===== src/rtl/frame_extremes_tracker.sv =====
// Frame max/min/argmax tracker driving a shared external 8-bit magnitude comparator.
// Each sample after the first takes one CMP_MAX and one CMP_MIN cycle through the comparator.
module frame_extremes_tracker #(
  parameter int FRAME_LEN = 8,
  parameter int CNT_W     = 4
) (
  input  logic             iClk,
  input  logic             iRst_n,
  input  logic [7:0]       iData,
  input  logic             iValid,
  output logic             oReady,
  output logic [7:0]       oCmp_a,
  output logic [7:0]       oCmp_b,
  input  logic [2:0]       iCmp,
  output logic [7:0]       oMax,
  output logic [7:0]       oMin,
  output logic [CNT_W-1:0] oMaxIdx,
  output logic             oDone,
  output logic             oCmpErr
);

  // state   | meaning
  // IDLE    | waiting for a sample; first sample of a frame seeds max/min
  // CMP_MAX | comparator sees sample vs running max
  // CMP_MIN | comparator sees sample vs running min
  // DONE    | results published, oDone high
  typedef enum logic [1:0] {IDLE, CMP_MAX, CMP_MIN, DONE} state_t;

  localparam logic [CNT_W-1:0] LAST = CNT_W'(FRAME_LEN - 1);

  state_t           state;
  logic [CNT_W-1:0] cnt;
  logic [CNT_W-1:0] maxIdx;
  logic [7:0]       sample;
  logic [7:0]       maxVal;
  logic [7:0]       minVal;
  logic             cmpOneHot;

  assign cmpOneHot = (iCmp == 3'b100) || (iCmp == 3'b010) || (iCmp == 3'b001);
  assign oReady    = (state == IDLE);

  always_comb begin
    oCmp_a = 8'd0;
    oCmp_b = 8'd0;
    case (state)
      CMP_MAX: begin
        oCmp_a = sample;
        oCmp_b = maxVal;
      end
      CMP_MIN: begin
        oCmp_a = sample;
        oCmp_b = minVal;
      end
      default: ;
    endcase
  end

  always_ff @(posedge iClk or negedge iRst_n) begin
    if (!iRst_n) begin
      state   <= IDLE;
      cnt     <= '0;
      maxIdx  <= '0;
      sample  <= 8'd0;
      maxVal  <= 8'd0;
      minVal  <= 8'd0;
      oMax    <= 8'd0;
      oMin    <= 8'd0;
      oMaxIdx <= '0;
      oDone   <= 1'b0;
      oCmpErr <= 1'b0;
    end else begin
      oDone <= 1'b0;
      case (state)
        IDLE: begin
          if (iValid) begin
            if (cnt == '0) begin
              maxVal  <= iData;
              minVal  <= iData;
              maxIdx  <= '0;
              oCmpErr <= 1'b0;
              if (FRAME_LEN == 1) begin
                oMax    <= iData;
                oMin    <= iData;
                oMaxIdx <= '0;
                oDone   <= 1'b1;
                state   <= DONE;
              end else begin
                cnt <= CNT_W'(1);
              end
            end else begin
              sample <= iData;
              state  <= CMP_MAX;
            end
          end
        end
        CMP_MAX: begin
          // Equal results never update, so the earliest maximum keeps its index.
          if (iCmp == 3'b100) begin
            maxVal <= sample;
            maxIdx <= cnt;
          end
          if (!cmpOneHot) oCmpErr <= 1'b1;
          state <= CMP_MIN;
        end
        CMP_MIN: begin
          if (iCmp == 3'b001) minVal <= sample;
          if (!cmpOneHot) oCmpErr <= 1'b1;
          if (cnt == LAST) begin
            // Publish together with oDone; the min update of this compare is folded in.
            oMax    <= maxVal;
            oMaxIdx <= maxIdx;
            oMin    <= (iCmp == 3'b001) ? sample : minVal;
            oDone   <= 1'b1;
            state   <= DONE;
          end else begin
            cnt   <= cnt + CNT_W'(1);
            state <= IDLE;
          end
        end
        DONE: begin
          cnt   <= '0;
          state <= IDLE;
        end
        default: state <= IDLE;
      endcase
    end
  end

endmodule


===== config.mk =====
export PLATFORM = sky130hd
export DESIGN_NAME = frame_extremes_tracker
export DESIGN_NICKNAME = d
export VERILOG_FILES = /design/src/rtl/frame_extremes_tracker.sv
export SDC_FILE = /design/constraint.sdc
export NUM_CORES = 1
export LEC_CHECK = 0
export ABC_AREA = 1
export CORE_ASPECT_RATIO = 1.2
export CORE_MARGIN = 8
export CORE_UTILIZATION = 35
export CTS_BUF_LIST = sky130_fd_sc_hd__clkbuf_8
export DETAILED_ROUTE_END_ITERATION = 7
export GPL_TIMING_DRIVEN = 1
export PLACE_DENSITY = 0.56
export SYNTH_ARGS = -nofsm -noshare
export SYNTH_HDL_FRONTEND = slang
export SYNTH_SLANG_ARGS = --single-unit

===== constraint.sdc =====
create_clock -name iClk -period 1.7 [get_ports iClk]
set_input_delay 0.425 -clock iClk [delete_from_list [all_inputs] [get_ports iClk]]
set_output_delay 0.425 -clock iClk [all_outputs]
set_load 0.02 [all_outputs]

After elaboration in Yosys (flattened, before gate mapping)
Cells that the tools add are included.
{ "word_totals": {"in_bits": 14, "register_bits": 56} }
{ "op_classes": {"n_addsub": 1, "eq_ne": 13, "mux": 26, "n_reduce_logical": 16, "n_bitwise": 1} }
{ "op_table": {"columns": ["operator", "count"], "rows": [
  ["one-hot mux 8 bit (2 select lines)", 3],
  ["two-way mux 8 bit", 5],
  ["two-way mux 4 bit", 6],
  ["one-hot mux 4 bit (3 select lines)", 1],
  ["AND reduction 4 bit", 3],
  ["!= test 2 bit, second input constant", 5],
  ["one-hot mux 2 bit (4 select lines)", 1],
  ["one-hot mux 4 bit (2 select lines)", 1],
  ["two-way mux 2 bit", 3],
  ["AND reduction 3 bit", 2],
  ["nonzero test 2 bit", 3],
  ["two-way mux 1 bit", 5],
  ["adder 4 x 1 -> 4 bit, second input constant", 1],
  ["== test 2 bit, second input constant", 2],
  ["== test 4 x 3 -> 1 bit, second input constant", 1],
  ["zero test 4 bit", 1],
  ["AND reduction 2 bit", 2],
  ["== test 3 x 1 -> 1 bit, second input constant", 1],
  ["== test 3 x 2 -> 1 bit, second input constant", 1],
  ["== test 3 bit, second input constant", 1],
  ["nonzero test 3 bit", 1],
  ["== test 2 x 1 -> 1 bit, second input constant", 1],
  ["zero test 2 bit", 1],
  ["logical OR 1 bit", 2],
  ["4 further kinds", 4]
]} }

Logic depth before layout (Yosys ltp)
{ "logic_depth": {"word_depth": 5, "mapped_depth": 8, "depth_no_buf": 8} }

Least setup slack after synthesis
OpenSTA, ideal clock, no wires.
{ "synth_timing": {"path_type": "reg-to-output", "startpoint": "register state[0]", "endpoint": "output oCmp_b[0]", "path_slack_ns": -0.309, "t_arrival_ns": 1.584, "path_stages_with_launch": 6, "required_ns": 1.275, "path_cell_list": "dfrtp_1 > inv_1 > ha_1 > clkbuf_1 > inv_1 > a21oi_1"} }
{ "synth_between": {"elab_chain_cells": 2} }
{ "synth_rtl": {"columns": ["element", "line", "rtl"], "rows": [
  ["start: declaration", "31", "state_t state;"],
  ["start signal: assignment", "60", "state <= IDLE;"],
  ["start signal: assignment", "86", "state <= DONE;"],
  ["start signal: assignment", "92", "state <= CMP_MAX;"],
  ["== test 2 bit or == test 2 x 1 -> 1 bit (tied branches)", "45", "case (state)"],
  ["one-hot mux 8 bit (2 select lines) (*)", "45", null],
  ["end: declaration", "13", "output logic [7:0] oCmp_b,"]
]} }
Every way passes the cells marked *; elsewhere a longest branch is shown, timed or not.

Worst setup path after layout
{ "layout_timing": {"startpoint": "register state[1]", "endpoint": "output oCmp_b[6]"} }
The elaborated chain is that of the path after synthesis.

==> metrics <==
Synth Net Count=437; Avg Inst Size Synth=~7.4 µm²; Yosys top cell area share=between 40% and 50%; Max Slew Vio Count=0; final setup vio count=28; CP Capture Type=output port; row count=37; synthesized area=3080 µm²; Main synth FF type=dfrtp_1; fmax=524 MHz; Worst EP required=1.27 ns; Die Footprint=12100 µm²; Area contributors post-synth=dfrtp_1 (45%), nand2_1 (22%), nand3_1 (6.0%), inv_1 (5.2%), ha_1 (3.7%); vias in the first global route=roughly 2800; crit path DAT=1.49 ns; global placement routability congestion=about 0.86; Clock Sinks=56; # IOs=53; placed cell areas=3950 µm²; Root Buffer=clkbuf_8; Via density=4.64; Final min period=1.91 ns; Die Ht=119 µm; Tot Pwr=7.57 mW; Worst VDD drop=0.00105 V; RSZ-0062 raised after global routing=yes; Max Cap Violations=0; Final Util=52.8%; max_slew headroom=73.8%; ant diodes=0; Min-Delay Path Class=input port to asynchronous set/reset pin; Worst-Skew Late Latency=0.31 ns; worst slack at placement=-0.463 ns; failing checks=setup timing; maximum clock path buffer count=2; total wire length=about 9100 µm; Clk pin slew, worst setup/hold paths=0.11 ns; Layout Skew=0.00704 ns; CTS tree=done; measured slew at the worst slew-check pin=0.394 ns; Initial Utilization=36.0%; mean routed wirelength per cell=14.7 µm; crit path kind=flip-flop to output port; number of synthesized flops with an enable pin=0; startpoint types=flip-flop; pwr/cell area=1680 nW/µm²; Yosys top cell by area=dfrtp_1; DRT Pass-1 Iters=4; Crit Path Max Fanout=8; ys async rst share=100%; Layout Nets=between 500 and 600; post-route DRC violation count=0; CTS Hold Buffers Added=0; H-tree lvl count=2; largest net degree at the start of global routing=32; most frequent cells in the layout=nand2_1 (149), dfrtp_1 (55), buf_4 (34); Layout Cells excl Fill=621; area delta synth->final=46.6%; layout cells sized above 1=31.5%; most common cell after layout, fill and taps aside=nand2_1; total CTS buffers=5; Port Buffers=52; status=finished with violations; Pleak=2.32 nW; die width=102 µm; Synth cell types=27; Post-Place Cells=594; grt ovf=0; post-route worst setup slack=-0.210 ns; Warnings, synthesis=0; register area share after synthesis=45.4%; detailed-placement wirelength estimate=between 6000 and 7000 µm; first-pass GRT wire length=14600 µm; DR vias=2882; Seq cells post-synth=56; core area=between 8000 and 9000 µm²; initial antenna violation count=0; Gate Count Post-Synth=around 410; final instance area=~4500 µm²; Detailed Route Iter0 Violations=146; Total GRT Usage=15.2%; Tcrit/Tclk final=112%; final hold vios=0; post-detailed-route count of antenna-violating nets=0
[metrics by stage]
step	hold slack, ns	setup TNS, ns
final	0.105	-3.49
after detailed placement	0.461	-7.73
after floorplan	0.129	0
after global placement	0.460	-7.15
after CTS	0.114	-3.37
after global routing	0.124	-5.37
[flip-flops by register name (all words and copies together) (netlist names)]
signal / count
maxVal: 8
minVal: 8
oMax: 8
oMin: 8
sample: 8
cnt: 4
maxIdx: 4
oMaxIdx: 4
state: 2
oCmpErr: 1
oDone: 1
[cell families after synthesis]
| group | count (synthesis) | share of synthesized area (%) |
|---|---|---|
| flops | 56 | 45.4 |
| fa+ha+maj | 9 | 3.65 |
| simple gates | 250 | 35.4 |
| buf+inv | 67 | 9.94 |
| compound gates | 32 | 5.60 |
[worst paths after layout]
kind | start | to | slack, ns | cells after the start
setup / recovery | state[1] | oCmp_b[6] | -0.21 | 5
min in group iClk | oMax[0] | oMax[0] | 0.48 | 2
hold reg to reg | oMax[0] | oMax[0] | 0.48 | 2
max in group asynchronous | iRst_n | state[0] | 1.28 | 2
setup reg to reg | state[0] | maxIdx[1] | -0.08 | 10
hold / removal | iRst_n | sample[0] | 0.11 | 2
[layout make-up]
| type | instances | area [µm²] |
|---|---|---|
| Clock buffer | 5 | 68.8 |
| Sequential cell | 56 | 1400 |
| Multi-Input combinational cell | 292 | 1750 |
| Clock inverter | 3 | 22.5 |
| Tap cell | 117 | 146 |
| Timing Repair Buffer | 99 | 943 |
| Fill cell | 827 | 4040 |
| Inverter | 49 | 190 |
[critical path, stage by stage, from the launching register on]
cell	delay (ns)
dfrtp_1	0.39
inv_2	0.08
ha_4	0.31
inv_4	0.10
a21oi_4	0.15
buf_6	0.13
[cell usage after synthesis (all sizes together), types with 2 or more instances]
library cell,number
nand4,12
or2,2
dfrtp,56
a21oi,11
nor2,6
nand3,41
nand2,185
nand3b,4
inv,48
ha,9
buf,13
o21ai,20
clkbuf,5
[repair_timing]
item / 4_1_cts / 5_1_grt
cloned: 1 / 2
setup endpoints to repair: 38 / 34
buffers inserted: 8 / 9
pin swaps: 9 / 18
gates resized for setup: 173 / 47
[metal layers]
metal,track usage (%),share of wire (%)
met1,20.0,45
met2,25.0,49
met4,3.92,1.4
met5,0,0
met3,2.62,4.3
[where the power goes]
| part | total (mW) | switching (mW) | internal, mW |
|---|---|---|---|
| logic | 4.74 | 2.62 | 2.12 |
| clock network | 0.758 | 0.462 | 0.297 |
| registers | 2.07 | 0.407 | 1.67 |
| total | 7.57 | 3.49 | 4.09 |
No activity file was read; power rests on OpenSTA's default activity.
